$ cat config.mk
export PLATFORM = sky130hd
export DESIGN_NAME = mem_port_arbiter
export DESIGN_NICKNAME = d
export VERILOG_FILES = /design/src/rtl/mem_arb_pkg.sv /design/src/rtl/arb_picker.sv /design/src/rtl/mem_port_arbiter.sv
export SDC_FILE = /design/constraint.sdc
export NUM_CORES = 1
export LEC_CHECK = 0
export CAP_MARGIN = 0
export CORE_AREA = 2 2 135 137
export CTS_CLUSTER_DIAMETER = 50
export DETAILED_ROUTE_END_ITERATION = 12
export DIE_AREA = 0 0 137 139
export PLACE_DENSITY_LB_ADDON = 0.05
export SLEW_MARGIN = 20
export SYNTH_ARGS = -nofsm -noshare
export SYNTH_HDL_FRONTEND = slang
export SYNTH_SLANG_ARGS = --single-unit
$ cat constraint.sdc
create_clock -name clk -period 3.15 [get_ports clk]
set_clock_uncertainty 0.1 [all_clocks]
set_input_delay 0.945 -clock clk [delete_from_list [all_inputs] [get_ports clk]]
set_output_delay 0.945 -clock clk [all_outputs]
set_load 0.005 [all_outputs]
$ cat src/rtl/mem_arb_pkg.sv
// Shared types and default widths for the memory port arbiter.
// Requester slot k of every packed bus belongs to requester index k.
package mem_arb_pkg;

    localparam int MEM_ARB_N_REQ  = 3;
    localparam int MEM_ARB_ADDR_W = 32;
    localparam int MEM_ARB_DATA_W = 32;
    localparam int MEM_ARB_LEN_W  = 4;

    localparam int MEM_ARB_PTW    = 0;
    localparam int MEM_ARB_DCACHE = 1;
    localparam int MEM_ARB_ICACHE = 2;

    typedef enum logic [1:0] {
        IDLE  = 2'd0,
        BUSY  = 2'd1,
        DRAIN = 2'd2
    } type_mem_arb_state_e;

endpackage

$ cat src/rtl/arb_picker.sv
// Combinational one-hot winner search starting at ptr_i and wrapping modulo N_REQ.
// Fixed priority is the special case of ptr_i tied to zero.
module arb_picker #(
    parameter int N_REQ = 3,
    parameter int PTR_W = (N_REQ > 1) ? $clog2(N_REQ) : 1
) (
    input  logic [N_REQ-1:0] req_i,
    input  logic [PTR_W-1:0] ptr_i,
    output logic [N_REQ-1:0] grant_o,
    output logic [PTR_W-1:0] idx_o,
    output logic             valid_o
);

    localparam logic [PTR_W:0] N_L = (PTR_W+1)'(N_REQ);

    // NOTE: every output gets a default before the search loop so no latch is inferred.
    always_comb begin
        logic [PTR_W:0] w_cand;
        grant_o = '0;
        idx_o   = '0;
        valid_o = 1'b0;
        w_cand  = '0;
        for (int i = 0; i < N_REQ; i++) begin
            w_cand = {1'b0, ptr_i} + (PTR_W+1)'(i);
            if (w_cand >= N_L) begin
                w_cand = w_cand - N_L;
            end
            if (!valid_o && req_i[w_cand[PTR_W-1:0]]) begin
                valid_o                     = 1'b1;
                grant_o[w_cand[PTR_W-1:0]]  = 1'b1;
                idx_o                       = w_cand[PTR_W-1:0];
            end
        end
    end

endmodule

$ cat src/rtl/mem_port_arbiter.sv
// Shares one external memory port between PTW, dcache and icache burst requesters.
// Define MEM_ARB_ROUND_ROBIN_EN for round-robin arbitration; default is fixed priority (index 0 highest).
module mem_port_arbiter
    import mem_arb_pkg::*;
#(
    parameter int N_REQ  = MEM_ARB_N_REQ,
    parameter int ADDR_W = MEM_ARB_ADDR_W,
    parameter int DATA_W = MEM_ARB_DATA_W,
    parameter int LEN_W  = MEM_ARB_LEN_W
) (
    input  logic                     clk,
    input  logic                     rst,
    input  logic [N_REQ-1:0]         req_i,
    input  logic [N_REQ-1:0]         kill_i,
    input  logic [N_REQ-1:0]         we_i,
    input  logic [N_REQ*ADDR_W-1:0]  addr_i,
    input  logic [N_REQ*LEN_W-1:0]   len_i,
    input  logic [N_REQ*DATA_W-1:0]  wdata_i,
    output logic [N_REQ-1:0]         ack_o,
    output logic [DATA_W-1:0]        rdata_o,
    output logic [N_REQ-1:0]         grant_o,
    output logic                     busy_o,
    output logic                     mem_req_o,
    output logic                     mem_we_o,
    output logic [ADDR_W-1:0]        mem_addr_o,
    output logic [DATA_W-1:0]        mem_wdata_o,
    input  logic                     mem_ack_i,
    input  logic [DATA_W-1:0]        mem_rdata_i
);

    localparam int                PTR_W      = (N_REQ > 1) ? $clog2(N_REQ) : 1;
    localparam logic [ADDR_W-1:0] BEAT_BYTES = ADDR_W'(DATA_W / 8);

    type_mem_arb_state_e r_state, w_state_nxt;
    logic [N_REQ-1:0]    r_grant, w_grant_nxt;
    logic [PTR_W-1:0]    r_owner, w_owner_nxt;
    logic                r_busy, w_busy_nxt;
    logic                r_mem_req, w_mem_req_nxt;
    logic                r_mem_we, w_mem_we_nxt;
    logic [ADDR_W-1:0]   r_mem_addr, w_mem_addr_nxt;
    logic [LEN_W-1:0]    r_len, w_len_nxt;
    logic [LEN_W-1:0]    r_cnt, w_cnt_nxt;
    logic                r_killed, w_killed_nxt;

    logic                w_pick_valid;
    logic [N_REQ-1:0]    w_pick_grant;
    logic [PTR_W-1:0]    w_pick_idx;
    logic [PTR_W-1:0]    w_ptr;
    logic                w_owner_kill;
    logic                w_done;

    arb_picker #(
        .N_REQ (N_REQ),
        .PTR_W (PTR_W)
    ) u_picker (
        .req_i   (req_i),
        .ptr_i   (w_ptr),
        .grant_o (w_pick_grant),
        .idx_o   (w_pick_idx),
        .valid_o (w_pick_valid)
    );

`ifdef MEM_ARB_ROUND_ROBIN_EN
    logic [PTR_W-1:0] r_ptr;

    // Pointer moves past the owner whenever a transaction ends, killed or not.
    always_ff @(posedge clk) begin
        if (rst) begin
            r_ptr <= '0;
        end else if (w_done) begin
            r_ptr <= (r_owner == PTR_W'(N_REQ - 1)) ? '0 : r_owner + 1'b1;
        end
    end

    assign w_ptr = r_ptr;
`else
    assign w_ptr = '0;
`endif

    assign w_owner_kill = |(kill_i & r_grant);

    always_comb begin
        w_state_nxt    = r_state;
        w_grant_nxt    = r_grant;
        w_owner_nxt    = r_owner;
        w_busy_nxt     = r_busy;
        w_mem_req_nxt  = r_mem_req;
        w_mem_we_nxt   = r_mem_we;
        w_mem_addr_nxt = r_mem_addr;
        w_len_nxt      = r_len;
        w_cnt_nxt      = r_cnt;
        w_killed_nxt   = r_killed;
        w_done         = 1'b0;

        case (r_state)
            IDLE: begin
                if (w_pick_valid) begin
                    w_state_nxt    = BUSY;
                    w_grant_nxt    = w_pick_grant;
                    w_owner_nxt    = w_pick_idx;
                    w_busy_nxt     = 1'b1;
                    w_mem_req_nxt  = 1'b1;
                    w_mem_we_nxt   = we_i[w_pick_idx];
                    w_mem_addr_nxt = addr_i[w_pick_idx*ADDR_W +: ADDR_W];
                    w_len_nxt      = len_i[w_pick_idx*LEN_W +: LEN_W];
                    w_cnt_nxt      = '0;
                    w_killed_nxt   = 1'b0;
                end
            end
            BUSY: begin
                if (mem_ack_i) begin
                    // A kill landing with an ack still delivers that beat, then ends.
                    if (w_owner_kill || (r_cnt == r_len)) begin
                        w_done = 1'b1;
                    end else begin
                        w_cnt_nxt      = r_cnt + 1'b1;
                        w_mem_addr_nxt = r_mem_addr + BEAT_BYTES;
                    end
                end else if (w_owner_kill) begin
                    w_state_nxt  = DRAIN;
                    w_killed_nxt = 1'b1;
                end
            end
            DRAIN: begin
                if (mem_ack_i) begin
                    w_done = 1'b1;
                end
            end
            default: begin
                w_state_nxt = IDLE;
            end
        endcase

        if (w_done) begin
            w_state_nxt   = IDLE;
            w_grant_nxt   = '0;
            w_busy_nxt    = 1'b0;
            w_mem_req_nxt = 1'b0;
            w_mem_we_nxt  = 1'b0;
            w_killed_nxt  = 1'b0;
        end
    end

    // NOTE: sequential state uses non-blocking assignments so all registers update from pre-edge values.
    always_ff @(posedge clk) begin
        if (rst) begin
            r_state    <= IDLE;
            r_grant    <= '0;
            r_owner    <= '0;
            r_busy     <= 1'b0;
            r_mem_req  <= 1'b0;
            r_mem_we   <= 1'b0;
            r_mem_addr <= '0;
            r_len      <= '0;
            r_cnt      <= '0;
            r_killed   <= 1'b0;
        end else begin
            r_state    <= w_state_nxt;
            r_grant    <= w_grant_nxt;
            r_owner    <= w_owner_nxt;
            r_busy     <= w_busy_nxt;
            r_mem_req  <= w_mem_req_nxt;
            r_mem_we   <= w_mem_we_nxt;
            r_mem_addr <= w_mem_addr_nxt;
            r_len      <= w_len_nxt;
            r_cnt      <= w_cnt_nxt;
            r_killed   <= w_killed_nxt;
        end
    end

    assign ack_o       = r_grant & {N_REQ{mem_ack_i & ~r_killed}};
    assign rdata_o     = mem_rdata_i;
    assign grant_o     = r_grant;
    assign busy_o      = r_busy;
    assign mem_req_o   = r_mem_req;
    assign mem_we_o    = r_mem_we;
    assign mem_addr_o  = r_mem_addr;
    assign mem_wdata_o = r_busy ? wdata_i[r_owner*DATA_W +: DATA_W] : '0;

endmodule
; ---- After elaboration in Yosys (flattened, before gate mapping)
; Cells that the tools add are included.
[op_classes]
n_eq_ne = 8
add_sub_neg = 2
mux = 31
shift = 3
magnitude_cmp = 1
bitwise = 5
reduce_logical = 13
[ops]
columns = cell, count
row1 = $shiftx A96 B8 Y32, 2
row2 = $mux W32, 4
row3 = $pmux W32 S2, 1
row4 = $add A32 B3 Y32 const B, 1
row5 = $mux W1, 12
row6 = $mux W4, 3
row7 = $reduce_and A4 Y1, 3
row8 = $shiftx A12 B5 Y4, 1
row9 = $mux W2, 5
row10 = $ne A2 B2 Y1 const B, 4
row11 = $pmux W4 S2, 1
row12 = $and A3 B3 Y3, 2
row13 = $pmux W2 S3, 1
row14 = $add A4 B1 Y4 const B, 1
row15 = $eq A4 B4 Y1, 1
row16 = $pmux W1 S2, 2
row17 = $lt A2 B3 Y1 const B, 1
row18 = $mux W3, 1
row19 = $reduce_or A3 Y1, 1
row20 = $bmux W1 S2, 1
row21 = $eq A2 B1 Y1 const B, 1
row22 = $eq A2 B2 Y1 const B, 1
row23 = $logic_and A1 B1 Y1, 2
row24 = $logic_not A1 Y1, 2
row25 = other kinds (8), 9
[word_totals]
register_bits = 50
output_inout_bits = 105
inputBits = 248
word_cells = 72

; ---- Depth between registers and ports, before layout
; Gate-level depths: netlist (run 1).
[logic_depth]
word_depth = 10
mapped_depth = 10
mapped_depth_nobuf = 7

; ---- Hierarchy
; A second synthesis (run 1) with hierarchy kept.
[hier_totals]
hier_cells = 707
area_unflattened_um2 = 4999.8
[modules_own_cells]
columns = module, cells_each, area_per_inst_um2, n_inst, seq_area_each_um2
row1 = mem_port_arbiter, 666, 4718.3, 1, 1001.0
row2 = arb_picker, 41, 281.5, 1, 0.0

; ---- Least setup slack after synthesis (run 1)
; OpenSTA, ideal clock, no wires.
[synth_timing]
path_kind = input to register
startpoint = input req_i[0]
endpoint = register r_mem_addr[31] (netlist: mem_addr_o[31])
setup_ns = 0.081
t_required_ns = 2.969
cell_stages = 7
n_path_buf = 2
slack_ns = 0.631
t_arrival_ns = 2.338
path_cell_list = or4b_1 nand3_1 o21a_1 buf_2 buf_4 nand2_1 a41oi_1
[synth_via]
elab_chain_cells = 10
[synth_lines]
columns = element, line_no
row1 = "start, declared", mem_port_arbiter.sv:13  ; input logic [N_REQ-1:0] req_i,
row2 = $mux W1 (*), arb_picker.sv:28  ; if (!valid_o && req_i[w_cand[PTR_W-1:0]]) begin
row3 = $logic_not A1 Y1, arb_picker.sv:28
row4 = $logic_and A1 B1 Y1, arb_picker.sv:28
row5 = $mux W1, arb_picker.sv:28
row6 = $logic_not A1 Y1, arb_picker.sv:28
row7 = $logic_and A1 B1 Y1, arb_picker.sv:28
row8 = $mux W2, arb_picker.sv:28
row9 = $shiftx A96 B8 Y32, mem_port_arbiter.sv:104  ; w_mem_addr_nxt = addr_i[w_pick_idx*ADDR_W +: ADDR_W];
row10 = $mux W32, mem_port_arbiter.sv:97  ; if (w_pick_valid) begin
row11 = $pmux W32 S2, mem_port_arbiter.sv:95  ; case (r_state)
row12 = "end signal, assigned", mem_port_arbiter.sv:164  ; r_mem_addr <= w_mem_addr_nxt;
row13 = "end, declared", mem_port_arbiter.sv:40  ; logic [ADDR_W-1:0] r_mem_addr, w_mem_addr_nxt;
; Mark *: on every way between the ends. The rest lies on a longest branch, timed or not. The select of a mux whose other input is x is not followed.
; A chain may end at the register's enable or synchronous reset.

; ---- Worst setup path after layout (run 1)
[layout_timing]
startpoint = input wdata_i[3]
endpoint = output mem_wdata_o[3]
[layout_via]
elab_chain_cells = 2
[layout_lines]
columns = element, line_no
row1 = "start, declared", mem_port_arbiter.sv:18  ; input logic [N_REQ*DATA_W-1:0] wdata_i,
row2 = $shiftx A96 B8 Y32, mem_port_arbiter.sv:178  ; assign mem_wdata_o = r_busy ? wdata_i[r_owner*DATA_W +: DATA_W] : '0;
row3 = $mux W32, mem_port_arbiter.sv:178
row4 = "end, declared", mem_port_arbiter.sv:26  ; output logic [DATA_W-1:0] mem_wdata_o,
; Every way passes these cells.

==> results of run 1 <==
-- through the flow --
| stage | total power [uW] | TNS (ps) | hold slack (ps) |
|---|---|---|---|
| after floorplan | 2570 | 0 | 347 |
| after CTS | 4590 | 0 | 378 |
| after detailed placement | 4050 | -6180 | 359 |
| after global routing | 4930 | 0 | 392 |
| final | 4550 | 0 | 372 |
| after global placement | 4010 | -5070 | 350 |
-- power breakdown --
part	leakage [uW]	switching (uW)	internal, uW
Combinational	0.00243	1360	1420
Clock	0.0000759	283	304
Sequential	0.000412	326	857
Total	0.00292	1970	2580
-- how the worst max path moves through the flow --
| stage | start | endpoint | slack, ps |
|---|---|---|---|
| 5_1_grt | wdata_i[3] | mem_wdata_o[3] | 2 |
| 4_1_cts | wdata_i[9] | mem_wdata_o[9] | 70 |
| 6_report | wdata_i[3] | mem_wdata_o[3] | 90 |
| 3_5_place_dp | wdata_i[61] | mem_wdata_o[29] | -320 |
| 2_1_floorplan | req_i[0] | mem_addr_o[31]$_SDFFE_PP0P_ | 630 |
| 3_3_place_gp | wdata_i[31] | mem_wdata_o[31] | -280 |
-- synthesized netlist by cell type (all sizes together) (3+ instances only) --
cell type	instances	area [sq um]
a211oi	21	158
a21oi	51	255
a221o	5	50.1
a22oi	3	22.5
a31oi	3	18.8
and2	41	257
and3	7	50.1
buf	50	339
clkbuf	38	143
dfxtp	50	1000
ha	6	75.1
inv	6	22.5
mux2i	71	711
nand2	86	323
nand2b	3	18.8
nand3	23	128
nand4	9	62.6
nor2	45	169
nor2b	5	31.3
nor3	13	65.1
nor4	14	100
o211ai	9	67.6
o21a	3	22.5
o21ai	64	320
o221ai	3	26.3
o22ai	4	25.0
or3	3	18.8
xor2	4	35.0
-- repair_timing --
action                                  4_1_cts  5_1_grt
gates resized for setup                      51        1
pin swaps                                     1        1
buffers inserted                              1        0
endpoints found under the setup margin       35        2
-- final cells by class --
type	count	area, sq um	area share, %
flip-flops and latches	50	1000	12.6
repair buffers	322	3150	39.7
well taps	229	287	3.61
clock buffers	5	125	1.58
inverters	7	26.3	0.331
clock inverters	3	28.8	0.363
multi-input cells	527	3320	41.8
-- worst reg2reg max path, cell delays in order (launching register included) --
cell and delay (ps):
dfxtp_1 460, ha_1 270, and3_1 350, nand3_4 150, or4b_4 560, a32o_1 280, a221o_1 340
-- sequential cells by signal, indices dropped and copies added (netlist names) --
signal,cells
r_cnt,4
mem_we_o,1
r_owner,2
grant_o,3
r_len,4
r_killed,1
mem_addr_o,32
r_state,2
mem_req_o,1
-- kinds of logic after synthesis --
kind of cell	synth area share, %
compound gates	23.2
fa+ha+maj	1.56
simple gates	28.0
mux	15.0
xor+xnor	0.729
flops	20.8
buf+inv	10.6
-- layer usage --
| layer | global-route usage [%] | part of all wire (%) | up-vias |
|---|---|---|---|
| met1 | 24.7 | 41 | 2700 |
| met3 | 4.90 | 7.2 | 18 |
| li1 | - | - | 2880 |
| met2 | 37.4 | 51 | 214 |
| met5 | 0 | 0 | - |
| met4 | 3.04 | 0.88 | 0 |
-- layout by cell type (no fill, tap or decap), types with 3 or more instances in the layout --
cell type          n
clkdlybuf4s50_1  248
nand2_1           86
mux2i_1           71
o21ai_0           52
a21oi_1           51
dfxtp_1           49
nor2_1            45
and2_1            40
dlygate4sd2_1     39
buf_4             29
nand3_1           22
a211oi_1          21
nor3_1            13
nor4_1            12
o21ai_1           11
o211ai_1           9
nand4_1            8
inv_1              6
a221o_1            5
and3_1             5
ha_1               5
clkbuf_16          5
buf_12             5
xor2_1             4
o22ai_1            4
a22oi_1            3
or3_1              3
o21a_1             3
a31oi_1            3
nand2b_1           3
o221ai_1           3
==> qor.yml, run 1 <==
run_status:
  outcome: "finished, final reports clean"
worst_setup_path:
  crit_buf_inv: 2
  cpPeakStageDelay_ps: 460
  crit_arrival_ps: 2020
  crit_slowest_cell: "clkdlybuf4s50_1"
  crit_family: "buffers and inverters"
  critPathKind: "input pin to output port"
  worstRegToRegCells: 6
  startpoint_type: "input pin"
  crit_chain: "clkdlybuf4s50_1 > mux2i_1 > o21ai_0 > and2_1 > dlygate4sd2_1"
  crit_path_end_kind: "output port"
  path_depth: 5
  required_ps: 2100
  rrSetupSlack_ps: 540
  r2r_start: "mem_addr_o[2]$_SDFFE_PP0P_"
  cp_max_fo: 1
  rr_endpoint: "mem_addr_o[22]$_SDFFE_PP0P_"
job:
  drv_cap: 0
clock_network:
  cts-root-buf: "clkbuf_16"
  clock_path_buffers: 2
  h-tree-depth: 2
  clk_pin_slew_ps: 80
  cts_tree: "done"
  clock_latency_ps: 300
  clock-sinks: 50
  cts_hold_buf: 0
  numCtsBuffers: 5
grt:
  grt_overflow_total: 0
  grt_pass1_wl_um: 31200
  grt_max_degree: 64
  grt_antenna_before_repair: 0
  grt_pass1_vias: 5637
  groute.usage.overall_pct: 20.6
pwr:
  power.density_nw_per_um2: 574
  p_leak_uw: 0.00292
  vdd_ir_drop_max_mv: 0.318
die:
  pin_count: 353
  die-area_sq_um: 19000
  rows: 49
  die_x_um: 137
  die_h_um: 139
  start_util_pct: 27.2
  coreArea_sq_um: 17700
cells_and_area:
  syn_to_final_growth_pct: 65.2
  utilization_pct: 44.9
  final_net_count: 1167
  diodes: 0
  drive_above_1_share_pct: 6.78
  final_area_sq_um: 7940
  fillers: 1751
  instances_no_fill: 1143
synth:
  synth_edf_count: 0
  syn_area_per_cell_sq_um: 7.15
  synth_ff_type: "dfxtp_1"
  netlist_area_sq_um: 4800
  ys_seq_elements: 50
  syn-num-nets: 926
  ys_seq_area_share_pct: 20.8
  ys_async_sr_fraction_pct: 0
  ys_warn_count: 0
  yosysUniqueCellTypes: 59
  syn_inst: 672
sta:
  slew_viol_final: 0
  rsz0062_at_grt: "false"
  worst_pin_slew_ps: 835
  hold_violations: 0
  setup-violations-final: 0
  worst_slack_ps: 88.1
  max_freq_mhz: 327
  max-slew-margin-rel_pct: 43.8
  fin_crit_sh_pct: 97.2
  min_period_ps: 3060
place:
  dp_cells: 1134
  dp_hpwl_um: 15800
  numPortBuffers: 288
  placed_area_sq_um: 7810
  dp_slack_ps: -319
  place.gp.congestion: 0.836
route:
  avgViaCountPerCell: 5.08
  first_pass_iters: 5
  drc: 0
  avgRoutedWirePerCell_um: 17.9
  routed_wl_um: 20500
  ant_nets: 0
  vias: 5812
  drtIter0Drc: 273
worst_hold_path:
  min_path_cells: 2
  whs_endpoint: "mem_req_o$_SDFFE_PP0P_"
  hold_path.class: "flop to flop"
  hold_path.startpoint: "mem_req_o$_SDFFE_PP0P_"
Power figures use the tool's default switching activity.
==> run 2: changes to the inputs <==
CTS_CLUSTER_DIAMETER = 200   (was 50)
HOLD_SLACK_MARGIN = 0.03   (was default)
==> results of run 2 <==
The final DEF is identical to that of run 1; final timing and power are the same.
